[config.mk]
export PLATFORM = sky130hd
export DESIGN_NAME = conv_frame_sequencer_flat
export DESIGN_NICKNAME = d
export VERILOG_FILES = /design/src/rtl/conv_pkg.sv /design/src/rtl/conv_frame_sequencer_if.sv /design/src/rtl/conv_tag_pipe.sv /design/src/rtl/conv_frame_sequencer.sv /design/src/flat_wrapper.sv
export SDC_FILE = /design/constraint.sdc
export NUM_CORES = 1
export LEC_CHECK = 0
export CORE_MARGIN = 3
export CORE_UTILIZATION = 42
export DETAILED_ROUTE_END_ITERATION = 7
export HOLD_SLACK_MARGIN = 0.12
export PLACE_DENSITY_LB_ADDON = 0.05
export SYNTH_ARGS = -nofsm -noshare
export SYNTH_HDL_FRONTEND = slang
export SYNTH_SLANG_ARGS = --single-unit
[constraint.sdc]
create_clock -name clk_i -period 1.75 [get_ports clk_i]
set_clock_uncertainty 0.1 [all_clocks]
set_input_delay 0.35 -clock clk_i [delete_from_list [all_inputs] [get_ports clk_i]]
set_output_delay 0.35 -clock clk_i [all_outputs]
set_load 0.01 [all_outputs]
[src/rtl/conv_pkg.sv]
// Shared types and helpers for the convolution block family.
package conv_pkg;

    localparam int unsigned DefBits       = 9;
    localparam int unsigned DefKernelSize = 3;

    typedef enum logic [2:0] {
        StIdle,
        StClear,
        StLoadK,
        StStream,
        StDrain,
        StFinish
    } seq_state_e;

    // Ceiling log2, never below 1 so that every counter keeps at least one bit.
    function automatic int unsigned clog2(input int unsigned n);
        int unsigned r;
        r = 1;
        while ((32'd1 << r) < n) r++;
        return r;
    endfunction

endpackage

[src/rtl/conv_frame_sequencer_if.sv]
// Front-end and datapath signal bundle of the frame sequencer.
interface conv_frame_sequencer_if
    import conv_pkg::*;
#(
    parameter int unsigned BITS       = DefBits,
    parameter int unsigned IMG_LENGTH = 128,
    parameter int unsigned IMG_HEIGHT = 128
);
    localparam int unsigned RowW = clog2(IMG_HEIGHT);
    localparam int unsigned ColW = clog2(IMG_LENGTH);

    logic            start;
    logic            kernel_reload;
    logic            coef_valid;
    logic [BITS-1:0] coef_data;
    logic            coef_ready;
    logic            pix_valid;
    logic [BITS-1:0] pix_data;
    logic            pix_ready;
    logic            dp_reset;
    logic            dp_kernel_we;
    logic [BITS-1:0] dp_kernel_in;
    logic            dp_shift_we;
    logic [BITS-1:0] dp_img_in;
    logic [BITS-1:0] dp_pixel;
    logic            out_valid;
    logic [BITS-1:0] out_pixel;
    logic [RowW-1:0] out_row;
    logic [ColW-1:0] out_col;
    logic            busy;
    logic            done;
    logic            kernel_loaded;

    modport master (
        output start, kernel_reload, coef_valid, coef_data, pix_valid, pix_data, dp_pixel,
        input  coef_ready, pix_ready, dp_reset, dp_kernel_we, dp_kernel_in, dp_shift_we,
               dp_img_in, out_valid, out_pixel, out_row, out_col, busy, done, kernel_loaded
    );

    modport slave (
        input  start, kernel_reload, coef_valid, coef_data, pix_valid, pix_data, dp_pixel,
        output coef_ready, pix_ready, dp_reset, dp_kernel_we, dp_kernel_in, dp_shift_we,
               dp_img_in, out_valid, out_pixel, out_row, out_col, busy, done, kernel_loaded
    );

endinterface

[src/rtl/conv_tag_pipe.sv]
// Delay line carrying the window-valid flag and centre coordinates alongside the datapath.
module conv_tag_pipe
    import conv_pkg::*;
#(
    parameter int unsigned Depth = 1,
    parameter int unsigned RowW  = 7,
    parameter int unsigned ColW  = 7
) (
    input  logic            clk_i,
    input  logic            clr_i,
    input  logic            vld_i,
    input  logic [RowW-1:0] row_i,
    input  logic [ColW-1:0] col_i,
    output logic            vld_o,
    output logic [RowW-1:0] row_o,
    output logic [ColW-1:0] col_o
);

    logic [Depth-1:0] vld_q;
    logic [RowW-1:0]  row_q [Depth];
    logic [ColW-1:0]  col_q [Depth];

    always_ff @(posedge clk_i) begin
        if (clr_i) begin
            vld_q <= '0;
            for (int i = 0; i < Depth; i++) begin
                row_q[i] <= '0;
                col_q[i] <= '0;
            end
        end else begin
            vld_q[0] <= vld_i;
            row_q[0] <= row_i;
            col_q[0] <= col_i;
            for (int i = 1; i < Depth; i++) begin
                vld_q[i] <= vld_q[i-1];
                row_q[i] <= row_q[i-1];
                col_q[i] <= col_q[i-1];
            end
        end
    end

    assign vld_o = vld_q[Depth-1];
    assign row_o = row_q[Depth-1];
    assign col_o = col_q[Depth-1];

endmodule

[src/rtl/conv_frame_sequencer.sv]
// Frame controller for the 3x3 convolution datapath: kernel load, pixel streaming, window tagging.
module conv_frame_sequencer
    import conv_pkg::*;
#(
    parameter int unsigned BITS        = DefBits,
    parameter int unsigned KERNEL_SIZE = DefKernelSize,
    parameter int unsigned IMG_LENGTH  = 128,
    parameter int unsigned IMG_HEIGHT  = 128,
    parameter int unsigned DP_LAT      = 1
) (
    input logic                   clk_i,
    input logic                   reset_i,
    conv_frame_sequencer_if.slave bus
);

    localparam int unsigned NumCoef = KERNEL_SIZE * KERNEL_SIZE;
    localparam int unsigned RowW    = clog2(IMG_HEIGHT);
    localparam int unsigned ColW    = clog2(IMG_LENGTH);
    localparam int unsigned KW      = clog2(NumCoef);
    localparam int unsigned DW      = clog2(DP_LAT + 2);

    localparam logic [RowW-1:0] RowLast = RowW'(IMG_HEIGHT - 1);
    localparam logic [ColW-1:0] ColLast = ColW'(IMG_LENGTH - 1);
    localparam logic [RowW-1:0] RowMin  = RowW'(KERNEL_SIZE - 1);
    localparam logic [ColW-1:0] ColMin  = ColW'(KERNEL_SIZE - 1);
    localparam logic [RowW-1:0] RowHalf = RowW'(KERNEL_SIZE / 2);
    localparam logic [ColW-1:0] ColHalf = ColW'(KERNEL_SIZE / 2);
    localparam logic [KW-1:0]   KLast   = KW'(NumCoef - 1);
    localparam logic [DW-1:0]   DLast   = DW'(DP_LAT);

    seq_state_e      state_q, state_d;
    logic [RowW-1:0] row_q, row_d;
    logic [ColW-1:0] col_q, col_d;
    logic [KW-1:0]   kcnt_q, kcnt_d;
    logic [DW-1:0]   dcnt_q, dcnt_d;
    logic            reload_q, reload_d;
    logic            kernel_loaded_q, kernel_loaded_d;

    logic            out_valid_q;
    logic [BITS-1:0] out_pixel_q;
    logic [RowW-1:0] out_row_q;
    logic [ColW-1:0] out_col_q;

    logic            coef_ready, pix_ready, dp_reset, kernel_we, shift_we;
    logic            tag_vld_in, tag_vld;
    logic [RowW-1:0] tag_row_in, tag_row;
    logic [ColW-1:0] tag_col_in, tag_col;

    always_comb begin
        state_d         = state_q;
        row_d           = row_q;
        col_d           = col_q;
        kcnt_d          = kcnt_q;
        dcnt_d          = dcnt_q;
        reload_d        = reload_q;
        kernel_loaded_d = kernel_loaded_q;
        coef_ready      = 1'b0;
        pix_ready       = 1'b0;
        dp_reset        = 1'b0;
        kernel_we       = 1'b0;
        shift_we        = 1'b0;
        tag_vld_in      = 1'b0;
        tag_row_in      = '0;
        tag_col_in      = '0;
        case (state_q)
            StIdle: begin
                if (bus.start) begin
                    state_d  = StClear;
                    reload_d = bus.kernel_reload | ~kernel_loaded_q;
                end
            end
            StClear: begin
                dp_reset = 1'b1;
                if (reload_q) begin
                    kernel_loaded_d = 1'b0;
                    state_d         = StLoadK;
                end else begin
                    state_d = StStream;
                end
            end
            StLoadK: begin
                coef_ready = 1'b1;
                if (bus.coef_valid) begin
                    kernel_we = 1'b1;
                    if (kcnt_q == KLast) begin
                        kcnt_d          = '0;
                        kernel_loaded_d = 1'b1;
                        state_d         = StStream;
                    end else begin
                        kcnt_d = kcnt_q + 1'b1;
                    end
                end
            end
            StStream: begin
                pix_ready = 1'b1;
                shift_we  = bus.pix_valid;
                if (bus.pix_valid) begin
                    // Only windows lying entirely inside the frame carry a valid tag.
                    if (row_q >= RowMin && col_q >= ColMin) begin
                        tag_vld_in = 1'b1;
                        tag_row_in = row_q - RowHalf;
                        tag_col_in = col_q - ColHalf;
                    end
                    if (col_q == ColLast) begin
                        col_d = '0;
                        if (row_q == RowLast) begin
                            row_d   = '0;
                            dcnt_d  = '0;
                            state_d = StDrain;
                        end else begin
                            row_d = row_q + 1'b1;
                        end
                    end else begin
                        col_d = col_q + 1'b1;
                    end
                end
            end
            StDrain: begin
                if (dcnt_q == DLast) begin
                    dcnt_d  = '0;
                    state_d = StFinish;
                end else begin
                    dcnt_d = dcnt_q + 1'b1;
                end
            end
            StFinish: state_d = StIdle;
            default:  state_d = StIdle;
        endcase
    end

    always_ff @(posedge clk_i) begin
        if (reset_i) begin
            state_q         <= StIdle;
            row_q           <= '0;
            col_q           <= '0;
            kcnt_q          <= '0;
            dcnt_q          <= '0;
            reload_q        <= 1'b0;
            kernel_loaded_q <= 1'b0;
            out_valid_q     <= 1'b0;
            out_pixel_q     <= '0;
            out_row_q       <= '0;
            out_col_q       <= '0;
        end else begin
            state_q         <= state_d;
            row_q           <= row_d;
            col_q           <= col_d;
            kcnt_q          <= kcnt_d;
            dcnt_q          <= dcnt_d;
            reload_q        <= reload_d;
            kernel_loaded_q <= kernel_loaded_d;
            out_valid_q     <= tag_vld;
            out_pixel_q     <= bus.dp_pixel;
            out_row_q       <= tag_row;
            out_col_q       <= tag_col;
        end
    end

    conv_tag_pipe #(
        .Depth(DP_LAT),
        .RowW (RowW),
        .ColW (ColW)
    ) u_tag_pipe (
        .clk_i(clk_i),
        .clr_i(reset_i),
        .vld_i(tag_vld_in),
        .row_i(tag_row_in),
        .col_i(tag_col_in),
        .vld_o(tag_vld),
        .row_o(tag_row),
        .col_o(tag_col)
    );

    assign bus.coef_ready    = coef_ready;
    assign bus.pix_ready     = pix_ready;
    assign bus.dp_reset      = dp_reset;
    assign bus.dp_kernel_we  = kernel_we;
    assign bus.dp_kernel_in  = kernel_we ? bus.coef_data : '0;
    assign bus.dp_shift_we   = shift_we;
    assign bus.dp_img_in     = shift_we ? bus.pix_data : '0;
    assign bus.out_valid     = out_valid_q;
    assign bus.out_pixel     = out_pixel_q;
    assign bus.out_row       = out_row_q;
    assign bus.out_col       = out_col_q;
    assign bus.busy          = (state_q != StIdle);
    assign bus.done          = (state_q == StFinish);
    assign bus.kernel_loaded = kernel_loaded_q;

endmodule

[src/flat_wrapper.sv]
// flat-port wrapper written by rule: the top's interface ports become plain ports
module conv_frame_sequencer_flat import conv_pkg::*;
#(
    parameter int unsigned BITS        = DefBits,
    parameter int unsigned KERNEL_SIZE = DefKernelSize,
    parameter int unsigned IMG_LENGTH  = 128,
    parameter int unsigned IMG_HEIGHT  = 128,
    parameter int unsigned DP_LAT      = 1
)
  (clk_i, reset_i, bus_start, bus_kernel_reload, bus_coef_valid, bus_coef_data, bus_pix_valid, bus_pix_data, bus_dp_pixel, bus_coef_ready, bus_pix_ready, bus_dp_reset, bus_dp_kernel_we, bus_dp_kernel_in, bus_dp_shift_we, bus_dp_img_in, bus_out_valid, bus_out_pixel, bus_out_row, bus_out_col, bus_busy, bus_done, bus_kernel_loaded);
  conv_frame_sequencer_if #(.BITS(BITS), .IMG_LENGTH(IMG_LENGTH), .IMG_HEIGHT(IMG_HEIGHT)) bus_i ();
  input logic clk_i;
  input logic reset_i;
  input wire logic [$bits(bus_i.start)-1:0] bus_start;
  input wire logic [$bits(bus_i.kernel_reload)-1:0] bus_kernel_reload;
  input wire logic [$bits(bus_i.coef_valid)-1:0] bus_coef_valid;
  input wire logic [$bits(bus_i.coef_data)-1:0] bus_coef_data;
  input wire logic [$bits(bus_i.pix_valid)-1:0] bus_pix_valid;
  input wire logic [$bits(bus_i.pix_data)-1:0] bus_pix_data;
  input wire logic [$bits(bus_i.dp_pixel)-1:0] bus_dp_pixel;
  output wire logic [$bits(bus_i.coef_ready)-1:0] bus_coef_ready;
  output wire logic [$bits(bus_i.pix_ready)-1:0] bus_pix_ready;
  output wire logic [$bits(bus_i.dp_reset)-1:0] bus_dp_reset;
  output wire logic [$bits(bus_i.dp_kernel_we)-1:0] bus_dp_kernel_we;
  output wire logic [$bits(bus_i.dp_kernel_in)-1:0] bus_dp_kernel_in;
  output wire logic [$bits(bus_i.dp_shift_we)-1:0] bus_dp_shift_we;
  output wire logic [$bits(bus_i.dp_img_in)-1:0] bus_dp_img_in;
  output wire logic [$bits(bus_i.out_valid)-1:0] bus_out_valid;
  output wire logic [$bits(bus_i.out_pixel)-1:0] bus_out_pixel;
  output wire logic [$bits(bus_i.out_row)-1:0] bus_out_row;
  output wire logic [$bits(bus_i.out_col)-1:0] bus_out_col;
  output wire logic [$bits(bus_i.busy)-1:0] bus_busy;
  output wire logic [$bits(bus_i.done)-1:0] bus_done;
  output wire logic [$bits(bus_i.kernel_loaded)-1:0] bus_kernel_loaded;
  assign bus_i.start = bus_start;
  assign bus_i.kernel_reload = bus_kernel_reload;
  assign bus_i.coef_valid = bus_coef_valid;
  assign bus_i.coef_data = bus_coef_data;
  assign bus_i.pix_valid = bus_pix_valid;
  assign bus_i.pix_data = bus_pix_data;
  assign bus_i.dp_pixel = bus_dp_pixel;
  assign bus_coef_ready = bus_i.coef_ready;
  assign bus_pix_ready = bus_i.pix_ready;
  assign bus_dp_reset = bus_i.dp_reset;
  assign bus_dp_kernel_we = bus_i.dp_kernel_we;
  assign bus_dp_kernel_in = bus_i.dp_kernel_in;
  assign bus_dp_shift_we = bus_i.dp_shift_we;
  assign bus_dp_img_in = bus_i.dp_img_in;
  assign bus_out_valid = bus_i.out_valid;
  assign bus_out_pixel = bus_i.out_pixel;
  assign bus_out_row = bus_i.out_row;
  assign bus_out_col = bus_i.out_col;
  assign bus_busy = bus_i.busy;
  assign bus_done = bus_i.done;
  assign bus_kernel_loaded = bus_i.kernel_loaded;
  conv_frame_sequencer #(.BITS(BITS), .KERNEL_SIZE(KERNEL_SIZE), .IMG_LENGTH(IMG_LENGTH), .IMG_HEIGHT(IMG_HEIGHT), .DP_LAT(DP_LAT)) u_core (.clk_i(clk_i), .reset_i(reset_i), .bus(bus_i));
endmodule
Word level (Yosys, flattened, before mapping). Memory sizes are Yosys's and may differ from the RTL's. A register that Yosys moved wholly into a read port is not among the register bits. Index checks and enable logic that the tools add are counted.

Memories: 2. ROM bits: 0. Output and inout port bits: 50. RAM bits: 14. Latch bits: 0. Input port bits: 33. Register bits after elaboration: 36.

Reduce and logical (&&, ||, !) cells: 15. Shift operators: 0. Multipliers: 0. Divide/modulo/power cells: 0. Muxes and demuxes: 43. $add $sub $neg: 6. Bitwise operators: 4. Equal/unequal tests: 17. $lt $le $gt $ge: 2.

Memories: u_core.u_tag_pipe.col_q (words 1, width 7, read ports 1, clocked after memory_dff 1, write ports 1, RTL line conv_tag_pipe.sv:21) `logic [ColW-1:0] col_q [Depth];`; u_core.u_tag_pipe.row_q (words 1, width 7, read ports 1, clocked after memory_dff 1, write ports 1, RTL line conv_tag_pipe.sv:20) `logic [RowW-1:0] row_q [Depth];`.

Operator list (number): $mux W7 (10); $mux W3 (7); $mux W9 (2); $mux W1 (16); $pmux W3 S5 (1); $add A7 B1 Y7 const B (2); $eq A7 B7 Y1 const B (2); $ge A7 B2 Y1 const B (2); $reduce_or A7 Y1 (2); $sub A7 B1 Y7 const B (2); $ne A2 B1 Y1 const B (5); $mux W2 (4); $reduce_and A4 Y1 (2); $reduce_and A7 Y1 (1); $eq A3 B2 Y1 const B (2); $eq A3 B3 Y1 const B (2); $ne A2 B2 Y1 const B (3); $reduce_and A2 Y1 (3); $add A4 B1 Y4 const B (1); $eq A4 B4 Y1 const B (1); $mux W4 (1); $pmux W2 S2 (1); $reduce_bool A2 Y1 (2); $eq A3 B1 Y1 const B (1); other kinds (10) (12).

Longest topological paths before layout.
Depth in word-level cells: 6. Gate-level depth with buffers: 8.

Cells and area by module. A second synthesis with hierarchy kept.

Cell total of the unflattened synthesis: 309. Area, all modules: 2839.0 um2.

By module, submodules not included: conv_frame_sequencer (instances 1, area each 2406.1 um2, cells each 278); conv_tag_pipe (instances 1, area each 432.9 um2, cells each 31).

Worst setup path after synthesis. Ideal clock, no wire load.

Kind: register to output. Start: register u_core.state_q[2]. End: output bus_dp_kernel_in[0]. Setup slack: -0.037 ns. Buffers on the path: 2. Data arrival time: 1.337 ns. Data required time: 1.300 ns. Cell stages (with the launch flop): 6. Cells stage by stage: dfxtp_1 > buf_2 > nand4bb_1 > inv_1 > clkbuf_1 > and2_1.

Longest elaborated chain between the ends: 3.

Ends and longest elaborated chain: from (decl) (RTL line conv_frame_sequencer.sv:31) `seq_state_e state_q, state_d;`; from (signal assigned) (RTL line conv_frame_sequencer.sv:133) `state_q <= StIdle;`; from (signal assigned) (RTL line conv_frame_sequencer.sv:145) `state_q <= state_d;`; $eq A3 B2 Y1 (RTL line conv_frame_sequencer.sv:65) `case (state_q)`; $mux W1 (RTL line conv_frame_sequencer.sv:65); via bus_dp_kernel_we (RTL line flat_wrapper.sv:24) `output wire logic [$bits(bus_i.dp_kernel_we)-1:0] bus_dp_kernel_we;`; $mux W9 (RTL line conv_frame_sequencer.sv:178) `assign bus.dp_kernel_in = kernel_we ? bus.coef_data : '0;`; to (decl) (RTL line flat_wrapper.sv:25) `output wire logic [$bits(bus_i.dp_kernel_in)-1:0] bus_dp_kernel_in;`.

The timed path passes the listed nets, and every way through them passes these cells.

Final worst setup path.
Start: register u_core.state_q[2]. End: output bus_dp_img_in[1].

Longest elaborated chain between the ends: 3.

Ends and longest elaborated chain: $eq A3 B2 Y1 (RTL line conv_frame_sequencer.sv:65); $mux W1 (RTL line conv_frame_sequencer.sv:65); $mux W9 (RTL line conv_frame_sequencer.sv:180) `assign bus.dp_img_in = shift_we ? bus.pix_data : '0;`; to (decl) (RTL line flat_wrapper.sv:27) `output wire logic [$bits(bus_i.dp_img_in)-1:0] bus_dp_img_in;`.

Every way passes these cells.

==> summary.txt <==
Clock network
  • CTS tree: done
  • Maximum root-to-sink buffer count: 2
  • Sink Count: 64
  • Level count of the clock H-tree: 3
  • Insertion delay of the later-clocked pin in the worst-skew pair: 0.33 ns
  • Clock slew at reported path FFs: 0.07 ns
  • Cts bufs inserted: 9
  • Library cell used as clock root buffer: sky130_fd_sc_hd__clkbuf_8

Floorplanning
  • Floorplan Core Area: 0.00613 mm2
  • Effective utilization at floorplan: 0.449
  • Die area: 0.00756 mm2
  • # IOs: 83
  • Horiz. Die Dim: just under 90 um
  • DIE HEIGHT: 86.9 um
  • Row cnt: 28

Global routing
  • Residual overflow from global routing: 0
  • Initial antenna violation count: 0
  • Number of global-route vias before repair: 2301
  • All-Layer GR Usage: 0.177
  • Wire length of the first global-routing pass: approximately 10000 um
  • Pin count of the biggest net entering global routing: 21

Run
  • Total of max-cap violations: 0

Run status
  • Violations in the final reports: negative setup slack
  • Run status: finished with violations

Yosys
  • Number of flops mapped to enable cells by yosys: 0
  • Post-synth ARST share: 0
  • Number of nets in the synthesized netlist: 346
  • Area of the mapped netlist: about 0.0028 mm2
  • Top FF cell, synth: sky130_fd_sc_hd__dfxtp_1
  • Post-synthesis average cell area: 9.02 um2
  • Post-synthesis cell count: between 300 and 400
  • Register area share after synthesis: 0.466
  • Register bit total from synthesis: 64
  • Number of distinct library cells after synthesis: 44
  • Ys Warns: 0

STA
  • RSZ-0062 raised after global routing: true
  • Final worst path period share: 1.05
  • Achievable Freq: 542 MHz
  • Number of hold-slack violations in the final timing report: 0
  • Worst relative slew slack: 0.751
  • Setup violations, final: 33
  • Worst Max-Slew Pin Slew: 0.371 ns
  • Final period demand of the worst path: roughly 1.8 ns
  • Final setup margin: -0.0959 ns
  • Final Slew Violations: 0

Critical path
  • Signal arrival time at the worst endpoint: between 1 and 1.5 ns
  • Required time of the critical path: approximately 1.3 ns
  • Startpoint kind of the worst setup timing path: flip-flop
  • Critical setup path kind: reg2out
  • Element type at the critical path end: output port
  • Worst Reg2Reg Path Length in Cells: 6
  • Largest fanout on the critical path: 5

Placed design
  • I/O Buffers: 82
  • Sum of net half-perimeters after detailed placement: roughly 4400 um
  • Gp weighted congestion: about 0.81
  • Placement Cell Area: 0.00379 mm2

Route
  • Routed wire length per instance: 13.0 um
  • Count of antenna-violating nets left after detailed routing: 0
  • Number of vias per cell: 4.90
  • Drt total wl: roughly 6600 um
  • Iteration-0 DRC count of the detailed router: between 80 and 90
  • Detailed Routing Iterations Pass 1: 5
  • Residual DRC: 0
  • Via count of the routed design: between 2k and 2.5k

Worst hold path
  • Min-Delay Path Class: reg2reg
  • Count of cells along the worst hold path: 1

Power
  • PD cells: 772 mW/mm2
  • Cell leakage power: 1.90 nW
  • Worst voltage drop across the vdd grid: between 0.4 and 0.5 mV
  • Overall power of the completed layout: 0.00338 W

Final layout
  • Fin nets: 469
  • Number of antenna diodes: 0
  • Fill cell instance count of the final layout: 452
  • Ratio of cells with drive above 1 in the final layout: 0.324
  • Growth of design area from synthesis to finish: 58.9%
  • Area of all placed cells without fillers: 0.00437 mm2
==> flip-flops by register name, indices dropped and copies added (netlist names) <==
register and count:
u_core.bus.kernel_loaded 1, u_core.bus.out_col 7, u_core.bus.out_pixel 9, u_core.bus.out_row 7, u_core.bus.out_valid 1, u_core.col_q 7
u_core.dcnt_q 2, u_core.kcnt_q 4, u_core.reload_q 1, u_core.row_q 7, u_core.state_q 3, u_core.u_tag_pipe.col_q 7
u_core.u_tag_pipe.row_q 7, u_core.u_tag_pipe.vld_o 1
==> placed cells by master, fill, tap and decap left out, types with 11 or more instances in the layout <==
cell type                         count
sky130_fd_sc_hd__nand2_1             11
sky130_fd_sc_hd__clkdlybuf4s50_1     54
sky130_fd_sc_hd__and2_4              14
sky130_fd_sc_hd__buf_6               24
sky130_fd_sc_hd__nor2b_1             24
sky130_fd_sc_hd__dfxtp_1             60
sky130_fd_sc_hd__buf_4               35
sky130_fd_sc_hd__inv_1               13
sky130_fd_sc_hd__xnor2_1             13
sky130_fd_sc_hd__nor2_1              27
==> cells in the mapped netlist, types with 5 or more instances <==
cell type | n | area [um2]
sky130_fd_sc_hd__nor2_1 | 38 | 143
sky130_fd_sc_hd__ha_1 | 8 | 100
sky130_fd_sc_hd__dfxtp_1 | 64 | 1280
sky130_fd_sc_hd__nor4_1 | 6 | 37.5
sky130_fd_sc_hd__nor3_1 | 10 | 50.1
sky130_fd_sc_hd__clkbuf_1 | 10 | 37.5
sky130_fd_sc_hd__nand4_1 | 5 | 31.3
sky130_fd_sc_hd__and2_1 | 21 | 131
sky130_fd_sc_hd__o21ai_0 | 6 | 30.0
sky130_fd_sc_hd__inv_1 | 16 | 60.1
sky130_fd_sc_hd__a21oi_1 | 7 | 35.0
sky130_fd_sc_hd__xnor2_1 | 13 | 114
sky130_fd_sc_hd__a31oi_1 | 5 | 31.3
sky130_fd_sc_hd__xor2_1 | 6 | 52.6
sky130_fd_sc_hd__or3_1 | 6 | 37.5
sky130_fd_sc_hd__nand3_1 | 9 | 45.0
sky130_fd_sc_hd__nand2_1 | 12 | 45.0
sky130_fd_sc_hd__nor2b_1 | 26 | 163
==> critical path, cell delays in order (launching register included) <==
cell and delay [ns]:
sky130_fd_sc_hd__dfxtp_4 0.37, sky130_fd_sc_hd__nand4b_1 0.12, sky130_fd_sc_hd__buf_6 0.15, sky130_fd_sc_hd__clkinvlp_4 0.14
sky130_fd_sc_hd__and2_1 0.16, sky130_fd_sc_hd__buf_2 0.13
==> cell type report <==
cell class / count / area [um2] / area share
clock inverter: 6 / 61.3 / 0.0140
tap: 75 / 93.8 / 0.0215
sequential: 64 / 1300 / 0.296
inverter: 16 / 72.6 / 0.0166
multi-input combinational: 206 / 1500 / 0.342
timing repair buffer: 129 / 1210 / 0.278
clock buffer: 9 / 124 / 0.0283
timing repair inverter: 2 / 15.0 / 0.00343
==> stage by stage <==
step	utilization	setup TNS [ns]	cells	hold WS, ns	setup slack, ns
2_1_floorplan	-	0	305	0.314	0.0174
3_3_place_gp	0.619	-21.65	475	0.317	-0.642
3_5_place_dp	0.619	-22.13	475	0.322	-0.639
4_1_cts	0.674	-1.45	501	0.339	-0.108
5_1_grt	0.713	-3.62	507	0.353	-0.163
6_report	0.713	-1.69	507	0.335	-0.0959
==> cell families (layout without fill, tap and decap cells) <==
group | Yosys count | after routing | share of synthesized area
AND/OR/NAND/NOR | 151 | 151 | 0.309
AO/OA/AOI/OAI | 27 | 27 | 0.0618
adder cells (fa/ha/maj) | 8 | 8 | 0.0364
XOR/XNOR | 19 | 19 | 0.0605
buffers and inverters | 35 | 162 | 0.0632
flip-flops | 64 | 64 | 0.466
multiplexers | 1 | 1 | 0.00364
==> path summary, 6_finish.rpt <==
| kind | startpoint | end | slack, ns |
|---|---|---|---|
| max | u_core.state_q[2]$_SDFFE_PP0P_ | bus_dp_img_in[1] | -0.1 |
| min | u_core.u_tag_pipe.col_q[0][1]$_SDFF_PP0_ | u_core.bus.out_col[1]$_SDFF_PP0_ | 0.33 |
| max reg2reg | u_core.state_q[2]$_SDFFE_PP0P_ | u_core.u_tag_pipe.col_q[0][4]$_SDFF_PP0_ | -0.05 |
| min reg2reg | u_core.u_tag_pipe.col_q[0][1]$_SDFF_PP0_ | u_core.bus.out_col[1]$_SDFF_PP0_ | 0.33 |
==> what timing repair did <==
item	in CTS	in global routing
hold buffers	0	0
setup buffers	8	8
pin swaps	27	13
resized for setup	154	49
gates cloned	3	0
endpoints found under the setup margin	41	47
==> power breakdown <==
part           total, W  leakage (nW)  internal [W]  switching, W
clock network   0.00119        0.0948      0.000644      0.000550
logic          0.000656          1.28      0.000392      0.000264
registers       0.00153         0.521       0.00149     0.0000358
==> per-layer routing <==
| metal | global-route usage | routed length, um |
|---|---|---|
| met1 | 0.216 | 2840 |
| met2 | 0.288 | 3210 |
| met3 | 0.0464 | 434 |
| met4 | 0.0864 | 91 |
| met5 | 0 | 0 |
Note: power is estimated with default switching activity, not from simulation.
